<file path="src/rtl/button_event_decoder.sv">
// Turns a debounced push-button level into one-cycle press/release/click/long-press events.
// Optional double-click detection is compiled in when DOUBLE_CLICK_EN is defined.
module button_event_decoder #(
    parameter int unsigned LONG_CYCLES = 100_000_000,
    parameter int unsigned DC_WINDOW   = 30_000_000
) (
    input  logic clk,
    input  logic rst_n,
    input  logic pb_in,
    output logic press_pulse,
    output logic release_pulse,
    output logic click,
    output logic long_press,
    output logic double_click,
    output logic busy
);

    localparam int unsigned CNT_MAX = (LONG_CYCLES > DC_WINDOW) ? LONG_CYCLES : DC_WINDOW;
    localparam int unsigned CNT_W   = $clog2(CNT_MAX + 1);
    localparam logic [CNT_W-1:0] LONG_LAST = CNT_W'(LONG_CYCLES - 1);
`ifdef DOUBLE_CLICK_EN
    localparam logic [CNT_W-1:0] DC_LAST   = CNT_W'(DC_WINDOW - 1);
`endif

    typedef enum logic [2:0] {
        IDLE           = 3'd0,
        PRESSED        = 3'd1,
        LONG_HELD      = 3'd2
`ifdef DOUBLE_CLICK_EN
        ,
        WAIT_SECOND    = 3'd3,
        SECOND_PRESSED = 3'd4
`endif
    } state_t;

    state_t           state;
    state_t           state_next;
    logic [CNT_W-1:0] cnt;
    logic [CNT_W-1:0] cnt_next;
    logic             pb_q;
    logic             rise;
    logic             fall;
    logic             timed;
    logic             click_next;
    logic             long_next;
`ifdef DOUBLE_CLICK_EN
    logic             dbl_next;
`endif

    assign rise = pb_in & ~pb_q;
    assign fall = ~pb_in & pb_q;

    always_comb begin
        state_next = state;
        click_next = 1'b0;
        long_next  = 1'b0;
`ifdef DOUBLE_CLICK_EN
        dbl_next   = 1'b0;
`endif
        case (state)
            IDLE: begin
                if (rise) state_next = PRESSED;
            end
            PRESSED: begin
                if (fall) begin
`ifdef DOUBLE_CLICK_EN
                    state_next = WAIT_SECOND;
`else
                    state_next = IDLE;
                    click_next = 1'b1;
`endif
                end else if (cnt == LONG_LAST) begin
                    long_next  = 1'b1;
                    state_next = LONG_HELD;
                end
            end
            LONG_HELD: begin
                if (fall) state_next = IDLE;
            end
`ifdef DOUBLE_CLICK_EN
            WAIT_SECOND: begin
                // A second press landing on the expiry cycle still counts as a double click
                if (rise) begin
                    state_next = SECOND_PRESSED;
                end else if (cnt == DC_LAST) begin
                    click_next = 1'b1;
                    state_next = IDLE;
                end
            end
            SECOND_PRESSED: begin
                if (fall) begin
                    dbl_next   = 1'b1;
                    state_next = IDLE;
                end else if (cnt == LONG_LAST) begin
                    long_next  = 1'b1;
                    state_next = LONG_HELD;
                end
            end
`endif
            default: state_next = IDLE;
        endcase
    end

    always_comb begin
        timed = (state == PRESSED);
`ifdef DOUBLE_CLICK_EN
        timed = timed | (state == WAIT_SECOND) | (state == SECOND_PRESSED);
`endif
        // Restart on every state change; saturate rather than wrap while timing
        if (state_next != state) begin
            cnt_next = '0;
        end else if (timed && (cnt != '1)) begin
            cnt_next = cnt + 1'b1;
        end else begin
            cnt_next = cnt;
        end
    end

    always_ff @(posedge clk) begin
        if (!rst_n) begin
            state         <= IDLE;
            cnt           <= '0;
            pb_q          <= 1'b0;
            press_pulse   <= 1'b0;
            release_pulse <= 1'b0;
            click         <= 1'b0;
            long_press    <= 1'b0;
            busy          <= 1'b0;
        end else begin
            state         <= state_next;
            cnt           <= cnt_next;
            pb_q          <= pb_in;
            press_pulse   <= rise;
            release_pulse <= fall;
            click         <= click_next;
            long_press    <= long_next;
            busy          <= (state_next != IDLE);
        end
    end

`ifdef DOUBLE_CLICK_EN
    always_ff @(posedge clk) begin
        if (!rst_n) begin
            double_click <= 1'b0;
        end else begin
            double_click <= dbl_next;
        end
    end
`else
    assign double_click = 1'b0;
`endif

endmodule

</file>
<file path="config.mk">
export PLATFORM = sky130hd
export DESIGN_NAME = button_event_decoder
export DESIGN_NICKNAME = d
export VERILOG_FILES = /design/src/rtl/button_event_decoder.sv
export SDC_FILE = /design/constraint.sdc
export NUM_CORES = 1
export LEC_CHECK = 0
export ABC_AREA = 1
export CAP_MARGIN = 20
export CORE_MARGIN = 2
export CORE_UTILIZATION = 40
export CTS_CLUSTER_SIZE = 8
export DETAILED_ROUTE_END_ITERATION = 7
export PLACE_DENSITY = 0.53
export SYNTH_ARGS = -nofsm -noshare
export SYNTH_HDL_FRONTEND = slang
export SYNTH_SLANG_ARGS = --single-unit
</file>
<file path="constraint.sdc">
create_clock -name clk -period 2.05 [get_ports clk]
set_input_delay 0.5125 -clock clk [delete_from_list [all_inputs] [get_ports clk]]
set_output_delay 0.5125 -clock clk [all_outputs]
set_load 0.005 [all_outputs]
</file>
==> summary.txt <==
Worst setup path
  – Setup crit start kind: register
  – Worst setup EP type: register
  – Max FO, Critical Path: 18
  – Required @ worst endpoint: 2240 ps
  – Path type of the worst setup path: register to register
  – Worst endpoint data arrival time: 2010 ps

Yosys
  – Compound-cell area share of the yosys netlist: 0.0556
  – Post-synth EDFFs: 0
  – Async set-or-reset flop fraction in the synthesized netlist: 0
  – Yosys reg bits: 36
  – Synth Area in Adders: 0.00551
  – Largest family of logic cells by synthesized area: simple AND/OR/NAND/NOR gates
  – Post-Synth Simple-Gate Area: 0.472
  – Multiplexer share of the synthesized area: 0
  – Mapped Avg Cell Area: around 6 um^2
  – Primary FF master, synth: dfxtp_1
  – Yosys cell types: 30
  – Syn Inst Count: 377
  – Post-synthesis cell area: 2270 um^2
  – Synth warn: 0
  – Post-Synth XOR/XNOR Area: 0.0347
  – Sequential share of the synthesized area: 0.317

Clock network
  – Clock sinks: 36
  – Clock Latency Late Sink: 290 ps
  – Clock transition at path regs: 80 ps
  – Clock Path Buffers: 2
  – H-tree levels: 2
  – CTS tree: yes
  – CTS Buf Count: 5
  – Post-CTS Setup Inserts: 0
  – Clock root cell: clkbuf_8
  – Post-cts resize count: 0
  – CTS Hold Bufs: 0

Finish
  – Syn-to-layout area delta: 12.0%
  – Share of post-route cells with drive strength above 1: 0.0814
  – Final core area utilization: 0.462
  – Layout Nets: slightly below 400
  – Area of the multi-input gates: 1300 um^2
  – Sequential cell area: 721 um^2
  – Diode count: 0
  – Fillers: 598

Timing
  – Unrepaired setup endpoints after global routing: no
  – Post-Route Setup TNS: 0 ps
  – Worst-Margin Slew: a little over 500 ps
  – Fmax: between 0.5 and 0.6 GHz
  – Relative slew slack: 0.662
  – Final Critical Period: 1820 ps
  – Hold WS: 448 ps
  – Worst Skew: 4.94 ps
  – # setup viols final: 0
  – Pins Over Slew Limit: 0
  – Hold Vio Cnt, Final: 0
  – Crit share post-route: 0.885

Global routing
  – Met3 usage: 0.0341
  – Largest net degree at the start of global routing: 19
  – GR peak layer: met2
  – Initial antenna violation count: 0
  – First-pass GRT wire length: 9.52 mm
  – Vias in the first global route: ~2k
  – Grt met2 use: 0.310
  – GRT Util Overall: 0.194
  – M1 GR Usage: 0.266
  – Congestion Overflow GR: 0

Power
  – Maximum VDD drop: 0.311 mV
  – P per Cell Area: 550 nW/um^2
  – Leak: approximately 0.00097 uW

Placement
  – Hpwl dp: 4.11 mm
  – IO Port Bufs: 7
  – RePlAce Congestion: 0.841

Floorplanning
  – Site row count: 27
  – Starting Density: 0.412
  – Die area: 6300 um^2
  – Die width: 79.3 um
  – I/O pin cnt: 9
  – Total core area: between 5000 and 6000 um^2
  – Die Y: roughly 79 um

Routing
  – First-pass DRT Iterations: 4
  – Initial DRC count: 78
  – Drt wl/cell: 11.7 um
  – Vias per Instance: between 4 and 5
  – Post-DRT Antenna Nets: 0
  – Via count: 2,159
  – Total Wirelength: 5.46 mm
  – Drt drc: 0

Status
  – Outcome: finished, final reports clean

Flow run
  – Max_cap viols: 0

Min path
  – Min-delay worst type: register to register
logic make-up after synthesis:
| logic type | Yosys count |
|---|---|
| flops | 36 |
| xor+xnor | 9 |
| simple gates | 250 |
| buf+inv | 56 |
| compound gates | 24 |
| other cells | 1 |
| fa+ha+maj | 1 |
per-stage QoR:
stage	setup WS, ps	instances	power (uW)	cell area [um^2]
6_report	235	465	1400	2540
4_1_cts	203	465	1420	2540
3_5_place_dp	120	457	786	2430
2_1_floorplan	287	378	765	2270
3_3_place_gp	135	457	786	2430
5_1_grt	63.2	465	1460	2540
area by class of cell:
cell class | instances | share of cell area
timing repair buffer | 14 | 0.0531
sequential | 36 | 0.283
multi-input combinational | 286 | 0.510
clock buffer | 5 | 0.0271
tap | 72 | 0.0354
clock inverter | 3 | 0.0167
inverter | 49 | 0.0743
final timing paths:
check	startpoint	to	slack, ps	cells after the start
max	cnt[1]	cnt[18]	230	10
min	pb_q	press_pulse	450	1
max reg2reg	cnt[1]	cnt[18]	230	10
min reg2reg	pb_q	press_pulse	450	1
power breakdown:
| part | switching, uW | leakage [uW] | total (uW) | internal, uW |
|---|---|---|---|---|
| Clock | 269 | 0.0000541 | 629 | 360 |
| Combinational | 38.3 | 0.000620 | 60.7 | 22.4 |
| Sequential | 3.08 | 0.000291 | 708 | 705 |
| Total | 311 | 0.000965 | 1400 | 1090 |
Yosys cell counts, types with 2 or more instances:
cell     count  share of area
nand2_1    128           0.21
nor2_1      71           0.12
inv_1       47          0.078
dfxtp_1     36           0.32
nand3_1     24          0.053
a21oi_1     16          0.035
nand4_1      6          0.017
nor2_2       6          0.017
o21ai_0      5          0.011
xor2_1       5          0.019
nor3_1       4         0.0088
xnor2_1      4          0.015
buf_6        3          0.015
nor2_4       3          0.015
buf_4        2         0.0066
nand2_2      2         0.0055
nand2_4      2         0.0099
sequential cells by signal (all words and copies together) (netlist names):
signal and count:
long_press 1, state 3, click 1, cnt 27, busy 1, pb_q 1, release_pulse 1, press_pulse 1
worst max-delay path: stages (launching register included):
cell and delay, ps:
dfxtp_1 380, ha_1 240, inv_1 110, nor2_4 170, nand2_4 110, nor2_4 140
nand2_4 80, nand2_8 140, inv_6 100, a21oi_1 170, nor2_1 50
routing by layer:
metal  vias to the layer above  wire [um]  part of all wire
met5                         -          0                 0
li1                       1185          -                 -
met2                        32       2420              0.44
met4                         0         99             0.018
met1                       932       2750              0.50
met3                        10        188             0.034
cells in the final DEF (no fill, tap or decap), types with 6 or more instances in the layout:
| cell type | count |
|---|---|
| nand4_1 | 6 |
| inv_1 | 47 |
| buf_4 | 6 |
| a21oi_1 | 16 |
| nor2_1 | 71 |
| nand2_1 | 128 |
| dfxtp_1 | 36 |
| nand3_1 | 24 |
| nor2_2 | 6 |
| clkdlybuf4s50_1 | 7 |
(Power assumes the default switching activity.)
